[config.mk]
export PLATFORM = sky130hd
export DESIGN_NAME = sale_terminal_controller
export DESIGN_NICKNAME = d
export VERILOG_FILES = /design/src/rtl/sale_terminal_pkg.sv /design/src/rtl/sale_terminal_controller_key_decoder.sv /design/src/rtl/sale_terminal_controller.sv
export SDC_FILE = /design/constraint.sdc
export NUM_CORES = 1
export LEC_CHECK = 0
export ABC_AREA = 1
export BUFFER_PORTS_ARGS = -buffer_cell sky130_fd_sc_hd__buf_2
export CORE_MARGIN = 8
export CORE_UTILIZATION = 42
export CTS_BUF_LIST = sky130_fd_sc_hd__clkbuf_8
export DETAILED_ROUTE_END_ITERATION = 12
export PLACE_DENSITY_LB_ADDON = 0.08
export SYNTH_ARGS = -nofsm -noshare
export SYNTH_HDL_FRONTEND = slang
export SYNTH_SLANG_ARGS = --single-unit
[constraint.sdc]
create_clock -name CLOCK_50 -period 3.3 [get_ports CLOCK_50]
set_input_delay 0.495 -clock CLOCK_50 [delete_from_list [all_inputs] [get_ports CLOCK_50]]
set_output_delay 0.495 -clock CLOCK_50 [all_outputs]
set_load 0.05 [all_outputs]
[src/rtl/sale_terminal_pkg.sv]
// Shared types and codes for the sale terminal: FSM states, error codes,
// basket operations and cursor direction codes.
package sale_terminal_pkg;

    typedef enum logic [3:0] {
        ST_START    = 4'd0,
        ST_IDLE     = 4'd1,
        ST_BARCODE  = 4'd2,
        ST_INTERACT = 4'd3,
        ST_QTY      = 4'd4,
        ST_COMMIT   = 4'd5,
        ST_EDIT     = 4'd6,
        ST_ERROR    = 4'd7,
        ST_END      = 4'd8
    } state_e;

    localparam logic [1:0] ERR_NONE    = 2'b00;
    localparam logic [1:0] ERR_INVALID = 2'b01;
    localparam logic [1:0] ERR_FULL    = 2'b10;
    localparam logic [1:0] ERR_TIMEOUT = 2'b11;

    localparam logic OP_ADD    = 1'b0;
    localparam logic OP_REMOVE = 1'b1;

    localparam logic [1:0] DIR_LEFT  = 2'b00;
    localparam logic [1:0] DIR_UP    = 2'b01;
    localparam logic [1:0] DIR_DOWN  = 2'b10;
    localparam logic [1:0] DIR_RIGHT = 2'b11;

    // Key 0 moves right, key 3 moves left; callers screen out keys above 3.
    function automatic logic [1:0] key_to_dir(input logic [31:0] idx);
        case (idx)
            32'd0:   key_to_dir = DIR_RIGHT;
            32'd1:   key_to_dir = DIR_DOWN;
            32'd2:   key_to_dir = DIR_UP;
            default: key_to_dir = DIR_LEFT;
        endcase
    endfunction

endpackage

[src/rtl/sale_terminal_controller_key_decoder.sv]
// Priority key decoder: lowest set key wins; purely combinational, no flow control.
module key_decoder #(
    parameter int NUM_KEYS = 4,
    parameter int IDX_W    = (NUM_KEYS > 1) ? $clog2(NUM_KEYS) : 1
) (
    input  logic [NUM_KEYS-1:0] keys_i,
    output logic                key_vld_o,
    output logic [IDX_W-1:0]    key_idx_o
);

    always_comb begin
        key_vld_o = 1'b0;
        key_idx_o = '0;
        for (int i = NUM_KEYS - 1; i >= 0; i--) begin
            if (keys_i[i]) begin
                key_vld_o = 1'b1;
                key_idx_o = IDX_W'(i);
            end
        end
    end

endmodule

[src/rtl/sale_terminal_controller.sv]
// Sale session controller: barcode/cursor product pick, quantity entry, basket add/remove.
// All outputs registered (one-cycle latency); basket_req is held until basket_ack is sampled.
module sale_terminal_controller #(
    parameter int NUM_KEYS     = 4,
    parameter int DIGITS       = 4,
    parameter int DIGIT_W      = 4,
    parameter int ID_W         = 4,
    parameter int QTY_W        = 4,
    parameter int BASKET_DEPTH = 8,
    parameter int QTY_TIMEOUT  = 500_000_000,
    parameter int ERR_HOLD     = 100_000_000
) (
    input  logic                                CLOCK_50,
    input  logic                                RESET,
    input  logic                                cmd_select,
    input  logic [NUM_KEYS-1:0]                 key_pulse,
    input  logic                                sw_interactive,
    input  logic                                sw_edit,
    input  logic                                barcode_complete,
    input  logic                                product_valid,
    input  logic [ID_W-1:0]                     product_id_bc,
    input  logic [ID_W-1:0]                     product_id_dir,
    input  logic [$clog2(BASKET_DEPTH+1)-1:0]   basket_count,
    input  logic                                basket_ack,
    output logic [3:0]                          state_o,
    output logic [DIGIT_W-1:0]                  digit_out,
    output logic                                digit_push,
    output logic                                barcode_clear,
    output logic [1:0]                          dir_out,
    output logic                                dir_en,
    output logic                                dir_clear,
    output logic                                basket_req,
    output logic                                basket_op,
    output logic [ID_W-1:0]                     product_id_out,
    output logic [QTY_W-1:0]                    quantity_out,
    output logic [1:0]                          err_code,
    output logic                                end_shopping
);
    import sale_terminal_pkg::*;

    localparam int IDX_W     = (NUM_KEYS > 1) ? $clog2(NUM_KEYS) : 1;
    localparam int CNT_W     = $clog2(BASKET_DEPTH + 1);
    localparam int TMR_MAX   = (QTY_TIMEOUT > ERR_HOLD) ? QTY_TIMEOUT : ERR_HOLD;
    localparam int TMR_W     = $clog2(TMR_MAX + 1);
    localparam bit DIGITS_EN = (DIGITS > 0);

    state_e             state_q;
    logic [TMR_W-1:0]   timer_q;
    logic               ret_edit_q;
    logic [DIGIT_W-1:0] digit_q;
    logic               digit_push_q;
    logic               barcode_clear_q;
    logic [1:0]         dir_q;
    logic               dir_en_q;
    logic               dir_clear_q;
    logic               basket_req_q;
    logic               basket_op_q;
    logic [ID_W-1:0]    product_id_q;
    logic [QTY_W-1:0]   quantity_q;
    logic [1:0]         err_q;
    logic               end_shopping_q;

    logic               key_vld;
    logic [IDX_W-1:0]   key_idx;
    logic [DIGIT_W-1:0] digit_val;
    logic [QTY_W-1:0]   qty_val;
    logic               dir_key_vld;
    logic [1:0]         dir_val;
    logic               bskt_full;
    logic               bskt_empty;
    logic               qty_expired;
    logic               hold_expired;
    logic [TMR_W-1:0]   timer_inc;

    key_decoder #(
        .NUM_KEYS (NUM_KEYS),
        .IDX_W    (IDX_W)
    ) u_key_decoder (
        .keys_i    (key_pulse),
        .key_vld_o (key_vld),
        .key_idx_o (key_idx)
    );

    assign digit_val    = DIGIT_W'(key_idx) + DIGIT_W'(1);
    assign qty_val      = QTY_W'(key_idx) + QTY_W'(1);
    assign dir_key_vld  = key_vld && (32'(key_idx) < 32'd4);
    assign dir_val      = key_to_dir(32'(key_idx));
    assign bskt_full    = (basket_count == CNT_W'(BASKET_DEPTH));
    assign bskt_empty   = (basket_count == '0);
    assign qty_expired  = (timer_q == TMR_W'(QTY_TIMEOUT - 1));
    assign hold_expired = (timer_q == TMR_W'(ERR_HOLD - 1));
    assign timer_inc    = (&timer_q) ? timer_q : timer_q + TMR_W'(1);

    always_ff @(posedge CLOCK_50) begin
        if (RESET) begin
            state_q         <= ST_START;
            timer_q         <= '0;
            ret_edit_q      <= 1'b0;
            digit_q         <= '0;
            digit_push_q    <= 1'b0;
            barcode_clear_q <= 1'b0;
            dir_q           <= 2'b00;
            dir_en_q        <= 1'b0;
            dir_clear_q     <= 1'b0;
            basket_req_q    <= 1'b0;
            basket_op_q     <= 1'b0;
            product_id_q    <= '0;
            quantity_q      <= '0;
            err_q           <= ERR_NONE;
            end_shopping_q  <= 1'b0;
        end else begin
            digit_push_q    <= 1'b0;
            barcode_clear_q <= 1'b0;
            dir_en_q        <= 1'b0;
            dir_clear_q     <= 1'b0;
            end_shopping_q  <= 1'b0;

            case (state_q)
                ST_START: begin
                    barcode_clear_q <= 1'b1;
                    dir_clear_q     <= 1'b1;
                    err_q           <= ERR_NONE;
                    state_q         <= ST_IDLE;
                end

                ST_IDLE: begin
                    if (cmd_select)          state_q <= ST_END;
                    else if (sw_edit)        state_q <= ST_EDIT;
                    else if (sw_interactive) state_q <= ST_INTERACT;
                    else                     state_q <= ST_BARCODE;
                end

                ST_BARCODE: begin
                    if (sw_interactive || sw_edit) begin
                        state_q <= ST_IDLE;
                    end else if (key_vld && !barcode_complete && DIGITS_EN) begin
                        digit_push_q <= 1'b1;
                        digit_q      <= digit_val;
                    end else if (cmd_select && barcode_complete) begin
                        timer_q <= '0;
                        if (product_valid) begin
                            product_id_q <= product_id_bc;
                            state_q      <= ST_QTY;
                        end else begin
                            barcode_clear_q <= 1'b1;
                            err_q           <= ERR_INVALID;
                            state_q         <= ST_ERROR;
                        end
                    end
                end

                ST_INTERACT: begin
                    if (!sw_interactive) begin
                        dir_clear_q <= 1'b1;
                        state_q     <= ST_IDLE;
                    end else if (cmd_select) begin
                        product_id_q <= product_id_dir;
                        dir_clear_q  <= 1'b1;
                        timer_q      <= '0;
                        state_q      <= ST_QTY;
                    end else if (dir_key_vld) begin
                        dir_en_q <= 1'b1;
                        dir_q    <= dir_val;
                    end
                end

                // A full basket is rejected before any quantity wait; a key beats expiry.
                ST_QTY: begin
                    if (bskt_full) begin
                        err_q   <= ERR_FULL;
                        timer_q <= '0;
                        state_q <= ST_ERROR;
                    end else if (key_vld) begin
                        quantity_q   <= qty_val;
                        basket_op_q  <= OP_ADD;
                        basket_req_q <= 1'b1;
                        ret_edit_q   <= 1'b0;
                        state_q      <= ST_COMMIT;
                    end else if (qty_expired) begin
                        err_q   <= ERR_TIMEOUT;
                        timer_q <= '0;
                        state_q <= ST_ERROR;
                    end else begin
                        timer_q <= timer_inc;
                    end
                end

                ST_COMMIT: begin
                    if (basket_ack) begin
                        basket_req_q    <= 1'b0;
                        barcode_clear_q <= 1'b1;
                        state_q         <= ret_edit_q ? ST_EDIT : ST_IDLE;
                    end
                end

                ST_EDIT: begin
                    if (!sw_edit) begin
                        state_q <= ST_IDLE;
                    end else if (cmd_select && !bskt_empty) begin
                        product_id_q <= product_id_dir;
                        quantity_q   <= '0;
                        basket_op_q  <= OP_REMOVE;
                        basket_req_q <= 1'b1;
                        ret_edit_q   <= 1'b1;
                        state_q      <= ST_COMMIT;
                    end else if (dir_key_vld) begin
                        dir_en_q <= 1'b1;
                        dir_q    <= dir_val;
                    end
                end

                ST_ERROR: begin
                    if (cmd_select || hold_expired) begin
                        err_q   <= ERR_NONE;
                        state_q <= ST_IDLE;
                    end else begin
                        timer_q <= timer_inc;
                    end
                end

                ST_END: begin
                    end_shopping_q <= 1'b1;
                    state_q        <= ST_START;
                end

                default: state_q <= ST_START;
            endcase
        end
    end

    assign state_o        = state_q;
    assign digit_out      = digit_q;
    assign digit_push     = digit_push_q;
    assign barcode_clear  = barcode_clear_q;
    assign dir_out        = dir_q;
    assign dir_en         = dir_en_q;
    assign dir_clear      = dir_clear_q;
    assign basket_req     = basket_req_q;
    assign basket_op      = basket_op_q;
    assign product_id_out = product_id_q;
    assign quantity_out   = quantity_q;
    assign err_code       = err_q;
    assign end_shopping   = end_shopping_q;

endmodule

==> After elaboration in Yosys (flattened, before gate mapping) <==
Cells that the tools add are included.
{ "op_classes": {"reduce_logical": 26, "bitwise": 2, "add_sub_neg": 2, "mux": 93, "eq_ne": 36} }
{ "op_table": {"columns": ["operator", "n"], "rows": [
  ["$mux W29", 10],
  ["$pmux W29 S4", 1],
  ["$mux W4", 25],
  ["$mux W2", 18],
  ["$ne A2 B2 Y1 const B", 16],
  ["$pmux W4 S8", 1],
  ["$add A29 B1 Y29 const B", 1],
  ["$eq A29 B27 Y1 const B", 1],
  ["$eq A29 B29 Y1 const B", 1],
  ["$reduce_and A29 Y1", 1],
  ["$mux W1", 26],
  ["$ne A3 B3 Y1 const B", 6],
  ["$eq A4 B3 Y1 const B", 4],
  ["$reduce_and A8 Y1", 2],
  ["$pmux W4 S3", 1],
  ["$reduce_and A5 Y1", 2],
  ["$reduce_and A9 Y1", 1],
  ["$eq A4 B2 Y1 const B", 2],
  ["$eq A4 B4 Y1 const B", 2],
  ["$logic_not A4 Y1", 2],
  ["$pmux W2 S4", 1],
  ["$pmux W4 S2", 1],
  ["$reduce_bool A4 Y1", 2],
  ["$reduce_and A7 Y1", 1],
  ["other kinds (20)", 31]
]} }
{ "word_totals": {"wordCells": 173, "output_inout_bits": 27, "input_bits": 24, "register_bits": 56} }

==> Logic depth before layout (Yosys ltp) <==
Gate-level depths: netlist (run 1).
{ "depth": {"depth_word": 10, "depth_mapped": 14} }

==> Cells and area by module <==
A second synthesis (run 1) with hierarchy kept.
{ "unflattened": {"hier_cells": 631, "hier_area_um2": 3796.1} }
{ "by_module_without_submodules": {"columns": ["module", "area_each_um2", "instances", "cells_each", "seq_area_each_um2"], "rows": [
  ["sale_terminal_controller", 3759.9, 1, 623, 1081.0],
  ["key_decoder", 36.3, 1, 8, 0.0]
]} }

==> Least setup slack after synthesis (run 1) <==
Ideal clock, no wire load.
{ "synth_path": {"kind": "reg-to-reg", "from": "reg state_q[0], in the netlist state_o[0]", "to": "reg timer_q[21]", "n_path_buf": 1, "slack_ns": 1.356, "synth_period_minus_slack_ns": 1.944, "path_stages_with_launch": 13, "t_arrival_ns": 1.824, "required_time_ns": 3.180, "setup_time_ns": 0.120, "path_cell_list": "dfxtp_1 > nand2_1 > inv_2 > nand2_2 > nand3_2 > inv_2 > nor2_4 > nand2_4 > a21oi_4 > buf_6 > nand3_1 > nand2_1 > nor2_1"} }
{ "synth_between": {"elab_chain_cells": 3} }
{ "synth_rtl": {"columns": ["item", "line", "source"], "rows": [
  ["start: declaration", "sale_terminal_controller.sv:47", "state_e state_q;"],
  ["start signal: assignment", "sale_terminal_controller.sv:192", "state_q <= ret_edit_q ? ST_EDIT : ST_IDLE;"],
  ["$eq A4 B3 Y1 or $eq A4 B2 Y1 (tied branches)", "sale_terminal_controller.sv:118", "case (state_q)"],
  ["$ne A3 B3 Y1 (no line), or another cell as far along", null, null],
  ["$reduce_and A8 Y1 (no line)", null, null],
  ["end signal: assignment", "sale_terminal_controller.sv:184", "timer_q <= timer_inc;"],
  ["end signal: assignment", "sale_terminal_controller.sv:217", "timer_q <= timer_inc;"],
  ["end: declaration", "sale_terminal_controller.sv:48", "logic [TMR_W-1:0] timer_q;"]
]} }
Parallel ways exist; a longest one is shown, timed or not.
A chain may end at the register's enable or synchronous reset.

==> Worst setup path after layout (run 1) <==
{ "layout_path": {"from": "reg timer_q[0]", "to": "reg timer_q[1]"} }
{ "layout_between": {"elab_chain_cells": 6} }
{ "layout_rtl": {"columns": ["item", "line", "source"], "rows": [
  ["$add A29 B1 Y29 or $reduce_and A29 Y1 (tied branches)", "sale_terminal_controller.sv:92", "assign timer_inc = (&timer_q) ? timer_q : timer_q + TMR_W'(1);"],
  ["$mux W29", "sale_terminal_controller.sv:92", null],
  ["$mux W29", "sale_terminal_controller.sv:179", "end else if (qty_expired) begin"],
  ["$mux W29", "sale_terminal_controller.sv:173", "end else if (key_vld) begin"],
  ["$mux W29", "sale_terminal_controller.sv:169", "if (bskt_full) begin"],
  ["$pmux W29 S4", "sale_terminal_controller.sv:118", null]
]} }
Parallel ways exist; a longest one is shown, timed or not. The select of a mux whose other input is x is not followed.

==> results of run 1 <==
==> path summary, 6_finish.rpt <==
kind	from	end	slack [ps]	cells after the start
worst min register to register	dir_out[0]$_SDFFE_PP0P_	dir_out[0]$_SDFFE_PP0P_	450	2
worst max register to register	timer_q[0]$_SDFFE_PP0P_	timer_q[1]$_SDFFE_PP0P_	1010	12
worst min-delay path	dir_out[0]$_SDFFE_PP0P_	dir_out[0]$_SDFFE_PP0P_	450	2
worst max-delay path	timer_q[0]$_SDFFE_PP0P_	timer_q[1]$_SDFFE_PP0P_	1010	12
==> report_power, final <==
| part | total (mW) | switching [mW] | internal [mW] | leakage (nW) |
|---|---|---|---|---|
| Clock | 0.410 | 0.251 | 0.158 | 0.0502 |
| Combinational | 0.853 | 0.638 | 0.215 | 1.35 |
| Sequential | 0.760 | 0.0491 | 0.711 | 0.437 |
==> per-stage QoR <==
step                      setup WS (ps)  power [mW]  instances   util
after floorplan                    1360        1.48        650      -
after global placement              883        1.63        793  0.466
after detailed placement            790        1.63        793  0.466
after CTS                          1000        2.04        801  0.477
after global routing                762        2.15        801  0.477
final                              1010        2.02        801  0.477
==> worst min-delay path, cell delays in order (launching register included) <==
cell	delay (ps)
dfxtp_1	320
inv_1	40
a21oi_1	50
==> registers in the layout (all words and copies together) (netlist names) <==
name,count
timer_q,29
basket_op,1
end_shopping,1
dir_en,1
digit_out,3
dir_out,2
digit_push,1
state_o,4
basket_req,1
err_code,2
product_id_out,4
barcode_clear,1
dir_clear,1
quantity_out,3
==> layout by cell type, fill, tap and decap left out <==
| cell | synthesis | final |
|---|---|---|
| inv_2 | 10 | 10 |
| o21ai_1 | 4 | 4 |
| dfxtp_1 | 54 | 54 |
| conb_1 | 1 | 2 |
| buf_2 | 1 | 48 |
| nand3_1 | 53 | 53 |
| clkbuf_8 | 0 | 5 |
| nor2_1 | 123 | 123 |
| inv_8 | 0 | 1 |
| o21bai_1 | 1 | 1 |
| nand2_1 | 217 | 217 |
| nor3_1 | 4 | 4 |
| ha_1 | 5 | 5 |
| nor2_4 | 6 | 6 |
| inv_1 | 63 | 63 |
| clkinv_4 | 0 | 2 |
| nand3_4 | 2 | 2 |
| nand2_2 | 11 | 11 |
| nand3_2 | 2 | 2 |
| o21ai_0 | 13 | 13 |
| o2111ai_1 | 1 | 1 |
| o21ai_4 | 1 | 1 |
| nand2_4 | 4 | 4 |
| xor2_1 | 2 | 2 |
| nor2_8 | 1 | 1 |
| nand4_1 | 9 | 9 |
| a21oi_4 | 1 | 1 |
| nor2_2 | 1 | 1 |
| a21oi_1 | 37 | 37 |
| nor4_1 | 3 | 3 |
| nand3b_1 | 3 | 3 |
| and2_1 | 1 | 1 |
| a211oi_1 | 1 | 1 |
| a31oi_1 | 1 | 1 |
| buf_4 | 4 | 1 |
==> logic make-up (layout without fill, tap and decap cells) <==
family / count (synthesis) / count (layout)
AOI/OAI and AO/OA: 60 / 60
DFF: 54 / 54
adders and majority gates: 5 / 5
buffers and inverters: 87 / 130
other: 1 / 2
xor gates and xnor gates: 2 / 2
and+or+nand+nor: 440 / 440
==> routing by layer <==
metal,track usage,up-vias,share of wire,wire length (µm)
li1,-,2115,-,-
met1,0.213,1731,0.48,5070
met2,0.286,77,0.47,4970
met3,0.0335,8,0.040,424
met4,0.0382,0,0.010,109
met5,0,-,0,0
==> final cells by class <==
cell class | count | area [µm²] | share of cell area
Clock buffer | 5 | 68.8 | 0.0164
Timing Repair Buffer | 49 | 248 | 0.0592
Multi-Input combinational cell | 509 | 2350 | 0.561
Inverter | 73 | 274 | 0.0655
Sequential cell | 54 | 1080 | 0.258
Tap cell | 108 | 135 | 0.0323
Clock inverter | 3 | 28.8 | 0.00688
==> flow_metrics.tcl, run 1 <==
set metrics [dict create \
    netlist_area_um2 3810 \
    h-tree-depth 2 \
    rows 34 \
    worst_pin_slew_ps 820 \
    finClkSkew_ps 9.11 \
    synth_compound_area_frac 0.0874 \
    die_h_um 111 \
    cts-resized-gates 0 \
    synth-seq-area-share 0.284 \
    wire_per_inst_um 13.2 \
    cts_tree "yes" \
    path_common_cell "nand2_1" \
    fin_hold_ws_ps 450 \
    period_share 0.693 \
    nFillCells 966 \
    synth_fa_ha_area_frac 0.0164 \
    root_buffer "clkbuf_8" \
    cts_made_buffers 5 \
    synthSimpleGateAreaFrac 0.507 \
    yosys.area.top_type_share 0.284 \
    routed_wirelength_mm 10.6 \
    max_stage_delay_ps 670 \
    worst_setup_path_start_kind "flip-flop" \
    synth_top_cell_by_area "dfxtp_1" \
    synth_xor_area_frac 0.00460 \
    clockBufferDepth 2 \
    grt_pass1_vias 3722 \
    cp_num_buf_inv 1 \
    firstDrtPassIters 4 \
    fp.dieArea_um2 12400 \
    drt-initial-drc-count 156 \
    path_delay_family "simple AND/OR/NAND/NOR gates" \
    rsz0062_at_grt "no" \
    grt_remaining_overflow 0 \
    diodes 0 \
    initial_core_util 0.434 \
    layout.nets 721 \
    min_path_type "reg2reg" \
    syn_area_per_cell_um2 5.86 \
    routabilityCongestion 0.944 \
    cap_viol_max_count 0 \
    clk_latency_ps 310 \
    synthArstFlopShare 0 \
    ys_types 34 \
    fin_crit_ps 2290 \
    antenna_left 0 \
    setup_viol 0 \
    ys_top_cells_by_area "dfxtp_1, nand2_1, nor2_1, nand3_1, inv_1" \
    peakVddDrop_uv 475 \
    postCtsHoldBufs 0 \
    synth_warnings 0 \
    end_kind "flip-flop" \
    crit_type "reg2reg" \
    clock_sinks 54 \
    cp_slowest_cell "a21oi_4" \
    status "finished, final reports clean" \
    syn2layout_area_growth_pct 9.93 \
    synthTopCellsByCount "nand2_1, nor2_1, inv_1" \
    vias 3931 \
    synth.most_common_cell "nand2_1" \
    synth_flop_cell "dfxtp_1" \
    place_area_um2 4090 \
    maxSlewHeadroom 0.452 \
    syn_inst 649 \
    hold_viol 0 \
    critPathRequiredTime_ps 3560 \
    path_cells "ha_1, inv_1, nor2_4, nand2_4, nor2_4, nand2_2, nand2_2, a21oi_4, nand2_1, nand2_1, nand2_1, nor2_1" \
    routed_via_density 4.91 \
    grt_usage 0.169 \
    coreArea_um2 8760 \
    synth_mux_area_frac 0 \
    portBuffers 48 \
    design_area_um2 4180 \
    grt_antenna_before_repair 0 \
    grt_pass1_wl_mm 17.8 \
    synth_top_family_by_area "simple AND/OR/NAND/NOR gates" \
    num_io_pins 51 \
    drive_gt1_frac 0.139 \
    die_x_um 111 \
    p_leak_nw 1.84 \
    post-route-drc-count 0 \
    crit_path_max_fanout 31 \
    slew_violations 0 \
    clkTransAtPathRegs_ps 110 \
    cts_setup_buffers 0 \
    hpwlAfterDp_mm 8.47 \
    grt_start_max_net_pins 32 \
    synth_seq_cells 54 \
    synth_edf_count 0 \
    fin_tns_setup_ps 0 \
    cp.arrival_ps 2550 \
    power.density_nw_per_um2 483 \
    fmax_mhz 437 \
]
Power figures use the tool's default switching activity.
==> run 2: changes to the inputs <==
==> constraint.sdc (replaced) <==
create_clock -name CLOCK_50 -period 1.9 [get_ports CLOCK_50]
set_input_delay 0.285 -clock CLOCK_50 [delete_from_list [all_inputs] [get_ports CLOCK_50]]
set_output_delay 0.285 -clock CLOCK_50 [all_outputs]
set_load 0.05 [all_outputs]
==> flow_metrics.tcl, run 2 (synthesized netlist as in run 1, its figures left out) <==
set metrics [dict create \
    regMostFlops "timer_q" \
    grt_antenna_before_repair 0 \
    num_io_pins 51 \
    slew_violations 0 \
    rr_endpoint "timer_q[22]$_SDFFE_PP0P_" \
    fp.dieArea_um2 12400 \
    clock_sinks 54 \
    grt_remaining_overflow 0 \
    peakVddDrop_uv 594 \
    hold_viol 0 \
    drt-initial-drc-count 244 \
    h-tree-depth 2 \
    layout_common_cells "nand2_1, nor2_1, inv_1" \
    fin_tns_setup_ps 0 \
    min_path_type "in2reg" \
    design_area_um2 4510 \
    syn2layout_area_growth_pct 18.4 \
    place_area_um2 4350 \
    r2r_start "timer_q[0]$_SDFFE_PP0P_" \
    routed_wirelength_mm 11.0 \
    holdCritStartpoint "basket_ack" \
    status "finished, final reports clean" \
    diodes 0 \
    crit_type "reg2reg" \
    initial_core_util 0.434 \
    rsz0062_at_grt "yes" \
    fin_crit_ps 1830 \
    portBuffers 48 \
    hold-path-cell-count 4 \
    crit_path_max_fanout 14 \
    largest_register_ff_count 29 \
    die_x_um 111 \
    coreArea_um2 8760 \
    hpwlAfterDp_mm 8.82 \
    cp.arrival_ps 2030 \
    finClkSkew_ps 14.6 \
    fmax_mhz 546 \
    rows 34 \
    endpoint "timer_q[22]$_SDFFE_PP0P_" \
    power.total_mw 3.69 \
    post-route-drc-count 0 \
    cts_made_buffers 5 \
    grt_pass1_wl_mm 18.6 \
    setup_viol 0 \
    layout_commonest_cell "nand2_1" \
    clk_latency_ps 320 \
    root_buffer "clkbuf_8" \
    die_h_um 111 \
    wire_per_inst_um 13.2 \
    end_kind "flip-flop" \
    cts_tree "yes" \
    critPathLaunch "timer_q[0]$_SDFFE_PP0P_" \
    firstDrtPassIters 5 \
    layout.nets 758 \
    power.density_nw_per_um2 818 \
    cap_viol_max_count 0 \
    antenna_left 0 \
    worst_setup_path_start_kind "flip-flop" \
    routed_via_density 4.95 \
    clkTransAtPathRegs_ps 110 \
    fin_hold_ws_ps 248 \
    reg2reg_slack_ps 70 \
    postCtsHoldBufs 0 \
    grt_usage 0.175 \
    p_leak_nw 2.06 \
    drive_gt1_frac 0.197 \
    reg2regPathDepth 13 \
    clockBufferDepth 2 \
    grt_pass1_vias 4031 \
    critPathRequiredTime_ps 2100 \
    vias 4148 \
    grt_start_max_net_pins 31 \
    period_share 0.965 \
    routabilityCongestion 0.937 \
]
run 2: cell count changes in the layout (fill, tap and decap cells not counted), sizes merged:
| cell | before | now |
|---|---|---|
| buf | 49 | 86 |
| clkinv | 2 | 1 |
| inv | 74 | 75 |
run 2: area by class of cell:
| type | instances | area (µm²) |
|---|---|---|
| clock buffers | 5 | 68.8 |
| flip-flops and latches | 54 | 1090 |
| inverters | 73 | 277 |
| well taps | 108 | 135 |
| clock inverters | 3 | 26.3 |
| fillers | 955 | 4260 |
| multi-input cells | 509 | 2370 |
| repair buffers | 86 | 538 |
run 2: routing by layer:
| layer | up-vias | track usage | wire length, µm |
|---|---|---|---|
| li1 | 2185 | - | - |
| met1 | 1849 | 0.216 | 5140 |
| met2 | 106 | 0.303 | 5270 |
| met3 | 8 | 0.0330 | 521 |
| met4 | 0 | 0.0436 | 105 |
| met5 | - | 0 | 0 |
run 2: report_power, final:
| group | switching [mW] | internal (mW) |
|---|---|---|
| logic | 1.15 | 0.503 |
| registers | 0.0789 | 1.24 |
| clock network | 0.438 | 0.273 |
| total | 1.67 | 2.02 |
run 2: how the worst min path moves through the flow:
| stage | slack (ps) | to |
|---|---|---|
| after CTS | 240 | basket_req$_SDFFE_PP0P_ |
| after global routing | 270 | basket_req$_SDFFE_PP0P_ |
| after floorplan | 460 | basket_req$_SDFFE_PP0P_ |
| after detailed placement | 440 | basket_req$_SDFFE_PP0P_ |
| final | 250 | basket_req$_SDFFE_PP0P_ |
| after global placement | 430 | dir_out[1]$_SDFFE_PP0P_ |
run 2: critical path: stages, from the launching register on:
cell and delay [ps]:
dfxtp_1 360, ha_2 200, inv_1 80, nor2_4 140
nand2_4 90, nor2_4 130, nand2_1 110, nand2_2 100
nand2_4 60, buf_4 190, nand2_1 80, nand2_1 50
nand2_1 50, a21oi_1 70
run 2: timing repair:
item | in CTS | in global routing
buffers inserted | 0 | 4
resized for setup | 0 | 10
endpoints found under the setup margin | 0 | 34
run 2: stage by stage:
stage                     setup WS (ps)  instances  utilization
after global routing              -59.3        838        0.514
after detailed placement           47.0        826        0.497
after global placement              102        826        0.497
after floorplan                     155        650            -
final                              67.4        838        0.514
after CTS                          15.9        834        0.507
==> run 3: changes to the inputs <==
--- a/config.mk
+++ b/config.mk
@@ -7,8 +7,10 @@
 export LEC_CHECK = 0
 export ABC_AREA = 1
 export BUFFER_PORTS_ARGS = -buffer_cell sky130_fd_sc_hd__buf_2
+export CELL_PAD_IN_SITES_DETAIL_PLACEMENT = 0
+export CELL_PAD_IN_SITES_GLOBAL_PLACEMENT = 2
 export CORE_MARGIN = 8
-export CORE_UTILIZATION = 42
+export CORE_UTILIZATION = 28
 export CTS_BUF_LIST = sky130_fd_sc_hd__clkbuf_8
 export DETAILED_ROUTE_END_ITERATION = 12
 export PLACE_DENSITY_LB_ADDON = 0.08
==> flow_metrics.tcl, run 3 (synthesized netlist as in run 1, its figures left out) <==
set metrics [dict create \
    status "finished, final reports clean" \
    p_leak_nw 2.15 \
    rows 42 \
    coreArea_um2 13200 \
    design_area_um2 4790 \
    setup_viol 0 \
    holdCritStartpoint "basket_ack" \
    layout.nets 775 \
    root_buffer "clkbuf_8" \
    cap_viol_max_count 0 \
    num_io_pins 51 \
    power.total_mw 3.88 \
    layout_common_cells "nand2_1, nor2_1, inv_1" \
    largest_register_ff_count 29 \
    post-route-drc-count 0 \
    routed_via_density 4.58 \
    fmax_mhz 561 \
    routabilityCongestion 0.849 \
    regMostFlops "timer_q" \
    finClkSkew_ps 6.38 \
    vias 4227 \
    period_share 0.939 \
    cts_made_buffers 5 \
    cp.arrival_ps 2020 \
    layout_commonest_cell "nand2_1" \
    die_x_um 133 \
    syn2layout_area_growth_pct 25.9 \
    wire_per_inst_um 13.8 \
    initial_core_util 0.287 \
    power.density_nw_per_um2 811 \
    fp.dieArea_um2 17600 \
    drive_gt1_frac 0.244 \
    hold_viol 0 \
    portBuffers 48 \
    critPathLaunch "timer_q[12]$_SDFFE_PP0P_" \
    end_kind "flip-flop" \
    routed_wirelength_mm 12.7 \
    grt_antenna_before_repair 0 \
    crit_path_max_fanout 5 \
    clk_latency_ps 330 \
    fin_crit_ps 1780 \
    grt_usage 0.147 \
    hpwlAfterDp_mm 10.3 \
    slew_violations 0 \
    final_core_util 0.362 \
    grt_start_max_net_pins 31 \
    peakVddDrop_uv 440 \
    grt_remaining_overflow 0 \
    h-tree-depth 2 \
    diodes 0 \
    fin_hold_ws_ps 226 \
    critPathRequiredTime_ps 2130 \
    min_path_type "in2reg" \
    antenna_left 0 \
    clockBufferDepth 2 \
    r2r_start "timer_q[12]$_SDFFE_PP0P_" \
    clock_sinks 54 \
    place_area_um2 4570 \
    grt_pass1_vias 4207 \
    firstDrtPassIters 5 \
    die_h_um 133 \
    drt-initial-drc-count 200 \
    grt_pass1_wl_mm 21.1 \
    cts_tree "yes" \
    worst_setup_path_start_kind "flip-flop" \
    crit_type "reg2reg" \
    clkTransAtPathRegs_ps 110 \
]
-- run 3: changes by cell type in the layout (fill, tap and decap cells not counted), moves of 6 or more --
cell     previous run  this run
buf_4              37        50
nor2_2              2         8
dfxtp_2             8        19
nor2_1            122       116
dfxtp_1            46        34
-- run 3: final timing paths --
path,endpoint,slack [ps],depth (start not counted)
worst min register to register,dir_out[1]$_SDFFE_PP0P_,450,2
worst max register to register,timer_q[19]$_SDFFE_PP0P_,120,12
worst min-delay path,basket_req$_SDFFE_PP0P_,230,4
worst max-delay path,timer_q[19]$_SDFFE_PP0P_,120,12
-- run 3: metal layers --
metal	GRT usage	routed length (µm)
met5	0	0
met4	0.0467	268
met3	0.0348	467
met2	0.257	6110
met1	0.173	5890
-- run 3: repair_timing --
item / in CTS / in global routing
buffers inserted: 0 / 5
resized for setup: 1 / 33
setup endpoints to repair: 7 / 28
cloned: 0 / 1
hold buffers: 0 / 0
pin swaps: 0 / 11
-- run 3: where the power goes --
part           switching [mW]  total, mW  internal [mW]
registers              0.0903       1.34           1.25
clock network           0.453      0.721          0.268
logic                    1.23       1.83          0.602
-- run 3: area by class of cell --
type	instances	area, µm²
well taps	176	220
clock buffers	5	68.8
repair buffers	102	687
inverters	73	277
flip-flops and latches	54	1110
clock inverters	3	25.0
multi-input cells	509	2400
repair inverters	1	7.51
fillers	1562	8450
-- run 3: critical path: stages (launching register included) --
cell        delay (ps)
dfxtp_1            360
inv_1               90
nand2_1            110
nor2_1             120
nand2_1             70
nor2_2             130
nand2_2             90
nand2_4            100
nand2_4             60
o21ai_4            250
clkinvlp_4         190
nand2_1             90
nor2_1              40
-- run 3: through the flow --
step,setup TNS (ps),worst slack [ps],std cells
floorplan,0,155,650
finish,0,116,923
global route,-279,-45.8,923
CTS,0,21.1,917
detailed placement,0,8.44,909
global placement,0,61.7,909
